[src/rtl/fetch_unit.sv]
// -----------------------------------------------------------------------------
// fetch_unit
//
// Instruction fetch stage. Owns the program counter, presents it to the
// instruction memory on PC_Out and samples the combinational Instr that comes
// back in the same cycle. The fetched word is registered into the IF/ID
// pipeline register. Stalls, flushes and branch/jump redirects from later
// stages are handled here. Fetch stops permanently (until reset) on an
// out-of-range or misaligned PC.
//
// Optional feature macro: FETCH_PERF_CNT_EN
//   When defined, adds the Fetch_Count and Bubble_Count performance counters.
//
// Ports:
//   CLK           in   1   system clock, rising edge
//   RST_N         in   1   asynchronous active-low reset
//   Stall_F       in   1   hold PC and IF/ID contents
//   Flush_D       in   1   replace IF/ID contents with a bubble
//   Branch_Taken  in   1   redirect request from execute
//   Branch_Target in  32   redirect address
//   Instr         in  32   instruction memory word for PC_Out (same cycle)
//   PC_Out        out 32   fetch address to instruction memory
//   Instr_D       out 32   IF/ID instruction
//   PC_D          out 32   IF/ID PC of Instr_D
//   PC_Plus4_D    out 32   PC_D + 4
//   Valid_D       out  1   Instr_D is a real instruction
//   Fetch_Fault   out  1   sticky fault flag
//   Fetch_Count   out 32   (FETCH_PERF_CNT_EN) valid IF/ID loads
//   Bubble_Count  out 32   (FETCH_PERF_CNT_EN) bubble IF/ID loads
// -----------------------------------------------------------------------------
module fetch_unit #(
    parameter logic [31:0] RESET_VECTOR = 32'h0000_0000,
    parameter int unsigned IMEM_DEPTH   = 256,
    parameter logic [31:0] NOP_INSTR    = 32'h0000_0013
) (
    input  logic        CLK,
    input  logic        RST_N,
    input  logic        Stall_F,
    input  logic        Flush_D,
    input  logic        Branch_Taken,
    input  logic [31:0] Branch_Target,
    input  logic [31:0] Instr,
    output logic [31:0] PC_Out,
    output logic [31:0] Instr_D,
    output logic [31:0] PC_D,
    output logic [31:0] PC_Plus4_D,
    output logic        Valid_D,
    output logic        Fetch_Fault
`ifdef FETCH_PERF_CNT_EN
    ,
    output logic [31:0] Fetch_Count,
    output logic [31:0] Bubble_Count
`endif
);

    localparam logic [1:0] ST_BOOT = 2'd0;
    localparam logic [1:0] ST_RUN  = 2'd1;
    localparam logic [1:0] ST_HALT = 2'd2;

    logic [1:0]  state_q,       state_d;
    logic [31:0] pc_out_q,      pc_out_d;
    logic [31:0] ifid_instr_q,  ifid_instr_d;
    logic [31:0] ifid_pc_q,     ifid_pc_d;
    logic [31:0] ifid_pc4_q,    ifid_pc4_d;
    logic        ifid_valid_q,  ifid_valid_d;
    logic        fault_q,       fault_d;

    logic [31:0] pc_plus4_s;
    logic        pc_fault_s;
    logic        load_fetch_s;
    logic        load_bubble_s;

    assign pc_plus4_s = pc_out_q + 32'd4;

    // The word index is widened to 32 bits so an IMEM_DEPTH of 2^30 or more
    // still compares correctly.
    assign pc_fault_s = (pc_out_q[1:0] != 2'b00) ||
                        ({2'b00, pc_out_q[31:2]} >= 32'(IMEM_DEPTH));

    // Next-state logic: fault > redirect > stall > flush > sequential fetch.
    always_comb begin
        state_d       = state_q;
        pc_out_d      = pc_out_q;
        ifid_instr_d  = ifid_instr_q;
        ifid_pc_d     = ifid_pc_q;
        ifid_pc4_d    = ifid_pc4_q;
        ifid_valid_d  = ifid_valid_q;
        fault_d       = fault_q;
        load_fetch_s  = 1'b0;
        load_bubble_s = 1'b0;

        case (state_q)
            ST_BOOT: begin
                // Single settling cycle; all control inputs are ignored.
                state_d = ST_RUN;
            end
            ST_RUN: begin
                if (pc_fault_s) begin
                    // The word at a bad PC is never registered.
                    state_d       = ST_HALT;
                    fault_d       = 1'b1;
                    load_bubble_s = 1'b1;
                end else if (Branch_Taken) begin
                    // Target loaded unchanged; a bad target faults next edge.
                    pc_out_d      = Branch_Target;
                    load_bubble_s = 1'b1;
                end else if (Stall_F) begin
                    if (Flush_D) begin
                        load_bubble_s = 1'b1;
                    end else begin
                        load_bubble_s = 1'b0;
                    end
                end else if (Flush_D) begin
                    pc_out_d      = pc_plus4_s;
                    load_bubble_s = 1'b1;
                end else begin
                    pc_out_d      = pc_plus4_s;
                    load_fetch_s  = 1'b1;
                end
            end
            ST_HALT: begin
                fault_d       = 1'b1;
                load_bubble_s = 1'b1;
            end
            default: begin
                // Corrupted state encoding is treated as a fault.
                state_d       = ST_HALT;
                fault_d       = 1'b1;
                load_bubble_s = 1'b1;
            end
        endcase

        if (load_fetch_s) begin
            ifid_instr_d = Instr;
            ifid_pc_d    = pc_out_q;
            ifid_pc4_d   = pc_plus4_s;
            ifid_valid_d = 1'b1;
        end else if (load_bubble_s) begin
            ifid_instr_d = NOP_INSTR;
            ifid_pc_d    = 32'd0;
            ifid_pc4_d   = 32'd0;
            ifid_valid_d = 1'b0;
        end else begin
            ifid_instr_d = ifid_instr_q;
        end
    end

    // State, PC and IF/ID pipeline register.
    always_ff @(posedge CLK or negedge RST_N) begin
        if (!RST_N) begin
            state_q      <= ST_BOOT;
            pc_out_q     <= RESET_VECTOR;
            ifid_instr_q <= NOP_INSTR;
            ifid_pc_q    <= 32'd0;
            ifid_pc4_q   <= 32'd0;
            ifid_valid_q <= 1'b0;
            fault_q      <= 1'b0;
        end else begin
            state_q      <= state_d;
            pc_out_q     <= pc_out_d;
            ifid_instr_q <= ifid_instr_d;
            ifid_pc_q    <= ifid_pc_d;
            ifid_pc4_q   <= ifid_pc4_d;
            ifid_valid_q <= ifid_valid_d;
            fault_q      <= fault_d;
        end
    end

    assign PC_Out      = pc_out_q;
    assign Instr_D     = ifid_instr_q;
    assign PC_D        = ifid_pc_q;
    assign PC_Plus4_D  = ifid_pc4_q;
    assign Valid_D     = ifid_valid_q;
    assign Fetch_Fault = fault_q;

`ifdef FETCH_PERF_CNT_EN
    logic [31:0] fetch_cnt_q;
    logic [31:0] bubble_cnt_q;

    // Free-running counters of valid and bubble IF/ID loads; stalls count as neither.
    always_ff @(posedge CLK or negedge RST_N) begin
        if (!RST_N) begin
            fetch_cnt_q  <= 32'd0;
            bubble_cnt_q <= 32'd0;
        end else begin
            if (load_fetch_s) begin
                fetch_cnt_q <= fetch_cnt_q + 32'd1;
            end
            if (load_bubble_s) begin
                bubble_cnt_q <= bubble_cnt_q + 32'd1;
            end
        end
    end

    assign Fetch_Count  = fetch_cnt_q;
    assign Bubble_Count = bubble_cnt_q;
`endif

endmodule
[config.mk]
export PLATFORM = sky130hd
export DESIGN_NAME = fetch_unit
export DESIGN_NICKNAME = d
export VERILOG_FILES = /design/src/rtl/fetch_unit.sv
export SDC_FILE = /design/constraint.sdc
export NUM_CORES = 1
export LEC_CHECK = 0
export CORE_MARGIN = 5
export CORE_UTILIZATION = 47
export DETAILED_ROUTE_END_ITERATION = 7
export PLACE_DENSITY = 0.92
export SLEW_MARGIN = 40
export SYNTH_ARGS = -nofsm -noshare
export SYNTH_HDL_FRONTEND = slang
export SYNTH_SLANG_ARGS = --single-unit
export TNS_END_PERCENT = 1
[constraint.sdc]
create_clock -name CLK -period 4.8 [get_ports CLK]
set_input_delay 0.96 -clock CLK [delete_from_list [all_inputs] [get_ports CLK]]
set_output_delay 0.96 -clock CLK [all_outputs]
set_load 0.03 [all_outputs]
==> results.sh, run 1 <==
export IMPL_status="completed"
export IMPL_grt_use_total=0.222
export IMPL_cp_start_kind="input port"
export IMPL_numPlacedInstances=688
export IMPL_swShare=0.215
export IMPL_max_stage_delay_ns=0.77
export IMPL_first_pass_iters=5
export IMPL_fin_skew_ns=0.00841
export IMPL_clkTransAtPathRegs_ns=0.06
export IMPL_antenna_cells=0
export IMPL_finalHoldViolations=0
export IMPL_synth_nets=447
export IMPL_synthDistinctLibCells=45
export IMPL_cts_setup_buffers=0
export IMPL_p_sw_mw=0.574
export IMPL_reg2reg_depth=5
export IMPL_period_share=0.614
export IMPL_rsz0062_at_grt="no"
export IMPL_wirelength_mm=13.9
export IMPL_crit_arrival_ns=3.38
export IMPL_antenna_found_initial=0
export IMPL_ir_drop_mv=0.228
export IMPL_clk_path_buf_depth=2
export IMPL_clkSinkCount=130
export IMPL_die_area_um2=12700
export IMPL_pwr_share_comb=0.072
export IMPL_ys_ff_latch=130
export IMPL_row_count=37
export IMPL_syn_to_final_growth_pct=53.7
export IMPL_yosysWarnings=0
export IMPL_vias=3881
export IMPL_die_w_um=113
export IMPL_relSlewSlack=0.535
export IMPL_grt_overflow=0
export IMPL_dp_hpwl_mm=9.75
export IMPL_p_int_mw=2.09
export IMPL_grt_max_degree=71
export IMPL_crit_fanout=65
export IMPL_setup_viol=0
export IMPL_cts_made_buffers=17
export IMPL_grt_pass1_wl_mm=22.3
export IMPL_critPathTopFamily="buffers and inverters"
export IMPL_syn_cell_area_um2=4960
export IMPL_gp_congestion=0.873
export IMPL_core_area_um2=10300
export IMPL_synth_cells=376
export IMPL_endpoint_kind="register"
export IMPL_port_buffers=198
export IMPL_powerDensity_nw_per_um2=349
export IMPL_final_max_slew_violation_count=0
export IMPL_critPathKind="input port to register"
export IMPL_drc=0
export IMPL_syn_avg_cell_area_um2=13.2
export IMPL_crit_cells=5
export IMPL_cts_resized_gates=0
export IMPL_fin_nets=642
export IMPL_ant_nets=0
export IMPL_viasPerCell=5.39
export IMPL_path_buf_inv=2
export IMPL_die_h_um=113
export IMPL_path_cells="clkdlybuf4s50_1 > nor2_1 > a41o_4 > buf_4 > a22o_1"
export IMPL_hp_class="input port to async pin"
export IMPL_slowest_stage="clkdlybuf4s50_1"
export IMPL_drive_gt1_frac=0.0856
export IMPL_drv_cap=0
export IMPL_setup_tns_final_ns=0
export IMPL_yosysSeqAreaShare=0.657
export IMPL_start_util=0.480
export IMPL_io_pins=199
export IMPL_htree_num_levels=4
export IMPL_seqPwrFrac=0.426
export IMPL_fillers=693
export IMPL_ctsHoldBuffers=0
export IMPL_fmax_mhz=339
export IMPL_routedWlPerCell_um=19.4
export IMPL_final_cells=720
export IMPL_p_leak_nw=3.54
export IMPL_clock_power_share=0.501
export IMPL_clk_latency_ns=0.51
export IMPL_drtIter0Drc=304
export IMPL_worstPathRequired_ns=5.24
export IMPL_worst_pin_slew_ns=0.697
export IMPL_finalCriticalPeriod_ns=2.95
export IMPL_clockRootBuffer="clkbuf_8"
export IMPL_tritoncts="built"
export IMPL_first_global_vias=4141
==> registers in the layout (all words and copies together) (netlist names) <==
| signal | cells |
|---|---|
| Fetch_Fault | 1 |
| PC_D | 32 |
| Instr_D | 32 |
| PC_Plus4_D | 30 |
| Valid_D | 1 |
| PC_Out | 32 |
| state_q | 2 |
==> kinds of logic (layout without fill, tap and decap cells) <==
group | Yosys count | count (layout) | synth area share
flip-flops | 130 | 130 | 0.657
AO/OA/AOI/OAI | 106 | 106 | 0.164
AND/OR/NAND/NOR | 96 | 96 | 0.122
buffers and inverters | 33 | 241 | 0.0353
XOR/XNOR | 7 | 7 | 0.0124
adder cells (fa/ha/maj) | 2 | 2 | 0.00505
multiplexers | 2 | 2 | 0.00404
==> worst register-to-register path, stage by stage (launching register included) <==
cell,delay [ns]
dfrtp_1,0.40
nor4_1,0.35
and4_2,0.48
a41o_4,0.65
buf_4,0.44
a22o_1,0.22
==> stage by stage <==
step | power (mW) | setup WS, ns | hold slack [ns] | util | instance area, um^2
after floorplan | 1.22 | 2.67 | 0.492 | - | 4960
after global placement | 1.34 | 1.30 | 0.451 | 0.677 | 6990
after detailed placement | 1.35 | 1.40 | 0.459 | 0.678 | 7000
after CTS | 2.68 | 1.88 | 0.467 | 0.738 | 7620
after global routing | 2.76 | 1.67 | 0.481 | 0.738 | 7620
final | 2.66 | 1.85 | 0.455 | 0.738 | 7620
==> area by class of cell <==
class	instances	area, um^2	area share
flip-flops and latches	130	3260	0.427
repair buffers	202	2010	0.264
multi-input cells	213	1540	0.202
clock buffers	22	463	0.0607
well taps	136	170	0.0223
clock inverters	10	155	0.0204
inverters	7	26.3	0.00345
==> worst paths after layout <==
check                                  start  slack [ns]              to
worst max-delay path            Branch_Taken        1.85     Instr_D[31]
worst min-delay path                   RST_N        0.46  PC_Plus4_D[24]
worst max register to register    PC_Out[27]        2.20     Instr_D[31]
worst min register to register    Instr_D[0]        0.47      Instr_D[0]
max in group asynchronous              RST_N        3.46         PC_D[9]
min in group CLK                  Instr_D[0]        0.47      Instr_D[0]
==> per-layer routing <==
metal,global-route usage,vias to the layer above,routed length (um)
met5,0,-,0
met4,0.0689,0,292
met1,0.273,1929,5630
met2,0.370,189,6730
met3,0.0786,25,1300
li1,-,1738,-
==> synth_stat cells <==
library cell	count	area share
a2bb2oi_1	3	0.0053
a211oi_1	1	0.0015
o31ai_1	4	0.0061
and2_1	45	0.057
nor2_4	1	0.0023
nor2_1	4	0.0030
dfrtp_1	127	0.64
a31oi_1	6	0.0076
a21oi_1	8	0.0081
and2b_1	1	0.0015
or4b_2	1	0.0020
and4_1	4	0.0071
o21ai_0	8	0.0081
buf_6	2	0.0045
dfstp_2	3	0.016
a22o_1	36	0.064
nand4_1	5	0.0063
a21o_1	25	0.038
a21o_2	2	0.0035
or2_2	1	0.0013
and3_1	1	0.0013
nand2_1	14	0.011
and2b_2	1	0.0018
and4b_1	1	0.0020
a211o_1	1	0.0018
nor3_1	1	0.0010
clkbuf_1	6	0.0045
buf_2	8	0.0081
and4_2	1	0.0020
inv_1	7	0.0053
buf_4	6	0.0091
clkbuf_2	3	0.0030
o2bb2ai_1	10	0.018
nor4_1	4	0.0050
buf_1	1	0.00076
ha_1	2	0.0050
o22ai_1	1	0.0013
mux2i_1	2	0.0040
a41o_1	1	0.0020
xor2_1	5	0.0088
and2_4	1	0.0018
nor4b_4	1	0.0048
nand3_1	7	0.0071
xnor2_1	2	0.0035
or4_4	2	0.0045
==> power groups by stage <==
stage,clock [mW],sequential [mW],combinational [mW]
after CTS,1.35,1.14,0.194
after detailed placement,0,1.15,0.192
after global placement,0,1.15,0.188
final,1.34,1.14,0.192
after global routing,1.41,1.14,0.207
after floorplan,0,1.18,0.0422
==> cell usage in the layout, fill, tap and decap left out, types with 3 or more instances in the layout <==
| cell type | n |
|---|---|
| clkinv_2 | 4 |
| a22o_1 | 36 |
| nand2_1 | 14 |
| dfrtp_1 | 127 |
| and4_1 | 4 |
| and2_1 | 45 |
| a2bb2oi_1 | 3 |
| dfstp_2 | 3 |
| nor4_1 | 4 |
| bufinv_16 | 4 |
| a21o_1 | 25 |
| o21ai_0 | 8 |
| clkbuf_16 | 16 |
| clkbuf_8 | 4 |
| o2bb2ai_1 | 10 |
| xor2_1 | 5 |
| a21oi_1 | 8 |
| inv_1 | 7 |
| a31oi_1 | 6 |
| o31ai_1 | 4 |
| nand3_1 | 7 |
| buf_4 | 4 |
| clkdlybuf4s50_1 | 197 |
| nand4_1 | 5 |
| nor2_1 | 4 |
Note: power is estimated with default switching activity, not from simulation.
==> inputs of run 2 (changes only) <==
--- a/config.mk
+++ b/config.mk
@@ -6,9 +6,9 @@
 export NUM_CORES = 1
 export LEC_CHECK = 0
 export CORE_MARGIN = 5
-export CORE_UTILIZATION = 47
+export CORE_UTILIZATION = 39
 export DETAILED_ROUTE_END_ITERATION = 7
-export PLACE_DENSITY = 0.92
+export PLACE_DENSITY = 0.82
 export SLEW_MARGIN = 40
 export SYNTH_ARGS = -nofsm -noshare
 export SYNTH_HDL_FRONTEND = slang
==> constraint.sdc (replaced) <==
create_clock -name CLK -period 2.4 [get_ports CLK]
set_input_delay 0.48 -clock CLK [delete_from_list [all_inputs] [get_ports CLK]]
set_output_delay 0.48 -clock CLK [all_outputs]
set_load 0.03 [all_outputs]
==> run 2 against run 1 <==
Against the previous run: global-route usage shrank 4.1 points; clock power grew 120%; flip-flop and latch count is the same; clock-buffer cell count down 3; worst hold slack got worse by 0.30 ns.
==> results.sh, run 2 (same netlist as run 1, synthesis figures left out) <==
export IMPL_fmax_mhz=446
export IMPL_die_w_um=123
export IMPL_antenna_cells=0
export IMPL_relSlewSlack=0.537
export IMPL_htree_num_levels=4
export IMPL_tritoncts="built"
export IMPL_max_stage_delay_ns=0.49
export IMPL_worst_pin_slew_ns=0.695
export IMPL_cts_made_buffers=17
export IMPL_reg2reg_depth=5
export IMPL_p_leak_nw=3.59
export IMPL_drc=0
export IMPL_wirelength_mm=13.1
export IMPL_port_buffers=198
export IMPL_fin_nets=646
export IMPL_io_pins=199
export IMPL_die_h_um=123
export IMPL_grt_max_degree=131
export IMPL_core_area_um2=12500
export IMPL_gp_congestion=0.847
export IMPL_antenna_found_initial=0
export IMPL_ctsHoldBuffers=0
export IMPL_vias=3788
export IMPL_hp_class="input port to async pin"
export IMPL_post_route_worst_setup_slack_ns=0.159
export IMPL_drive_gt1_frac=0.0935
export IMPL_grt_use_total=0.182
export IMPL_start_util=0.396
export IMPL_clk_path_buf_depth=2
export IMPL_fillers=974
export IMPL_clkTransAtPathRegs_ns=0.06
export IMPL_clkSinkCount=130
export IMPL_numPlacedInstances=728
export IMPL_ir_drop_mv=0.442
export IMPL_crit_fanout=33
export IMPL_viasPerCell=4.98
export IMPL_setup_viol=0
export IMPL_grt_pass1_wl_mm=21.2
export IMPL_drv_cap=0
export IMPL_dp_hpwl_mm=9.37
export IMPL_routedWlPerCell_um=17.2
export IMPL_ant_nets=0
export IMPL_status="completed"
export IMPL_clk_latency_ns=0.41
export IMPL_period_share=0.934
export IMPL_fin_skew_ns=0.00532
export IMPL_crit_arrival_ns=2.59
export IMPL_drtIter0Drc=228
export IMPL_finalCriticalPeriod_ns=2.24
export IMPL_endpoint_kind="register"
export IMPL_row_count=41
export IMPL_cts_resized_gates=0
export IMPL_syn_to_final_growth_pct=56.8
export IMPL_powerDensity_nw_per_um2=715
export IMPL_setup_tns_final_ns=0
export IMPL_final_cell_mix="197 x clkdlybuf4s50_1, 127 x dfrtp_1, 45 x and2_1"
export IMPL_worstPathRequired_ns=2.75
export IMPL_first_global_vias=4016
export IMPL_critPathKind="register to register"
export IMPL_path_cells="nor4_1 > and4_2 > a41o_2 > buf_4 > a22o_1"
export IMPL_slowest_stage="and4_2"
export IMPL_pre_cts_ws_ns=0.142
export IMPL_finalHoldViolations=0
export IMPL_cts_setup_buffers=0
export IMPL_final_max_slew_violation_count=0
export IMPL_whs_ns=0.159
export IMPL_die_area_um2=15100
export IMPL_clockRootBuffer="clkbuf_16"
export IMPL_cp_start_kind="register"
export IMPL_grt_overflow=0
export IMPL_rsz0062_at_grt="no"
export IMPL_final_common_cell="clkdlybuf4s50_1"
export IMPL_final_cells=760
export IMPL_first_pass_iters=4
run 2: cell types whose count changed in the layout (fill, tap and decap cells not counted), sizes merged:
cell / change
buf: +4
clkbuf: -3
bufinv: +2
clkinv: -2
inv: +2
clkinvlp: +1
run 2: power by group:
part | leakage [nW] | total [mW] | internal (mW) | switching, mW
Combinational | 1.51 | 0.382 | 0.196 | 0.186
Sequential | 1.76 | 2.27 | 2.22 | 0.0440
Clock | 0.320 | 2.91 | 1.98 | 0.935
Total | 3.59 | 5.56 | 4.40 | 1.17
run 2: final timing paths:
path | startpoint | end | slack [ns]
hold reg to reg | Instr_D[1] | Instr_D[1] | 0.47
hold / removal | RST_N | PC_D[4] | 0.16
setup reg to reg | PC_Out[30] | Instr_D[19] | 0.16
setup / recovery | PC_Out[30] | Instr_D[19] | 0.16
max in group asynchronous | RST_N | PC_D[21] | 1.69
min in group CLK | Instr_D[1] | Instr_D[1] | 0.47
run 2: critical path: cells and delay by family, from the launching register on:
kind | cells | cell delay (ns)
buffers and inverters | 1 | 0.31
DFF | 1 | 0.40
and+or+nand+nor | 2 | 0.96
AOI/OAI and AO/OA | 2 | 0.49
run 2: through the flow:
step | total power [mW] | cell area, um^2 | util
after floorplan | 2.44 | 4960 | -
after global placement | 2.68 | 7100 | 0.567
after detailed placement | 2.69 | 7100 | 0.567
after CTS | 5.62 | 7780 | 0.621
after global routing | 5.75 | 7780 | 0.621
final | 5.56 | 7780 | 0.621
run 2: cell type report:
class	instances	area, um^2	share of cell area
clock buffer	19	443	0.0570
tap	172	215	0.0277
inverter	7	26.3	0.00338
timing repair buffer	206	2080	0.267
clock inverter	13	230	0.0296
sequential	130	3260	0.419
multi-input combinational	213	1530	0.196
run 2: layer usage:
metal | vias to the layer above | track usage | share of wire
met4 | 0 | 0.0602 | 0.020
met2 | 161 | 0.284 | 0.48
li1 | 1753 | - | -
met1 | 1854 | 0.228 | 0.41
met3 | 20 | 0.0770 | 0.098
met5 | - | 0 | 0
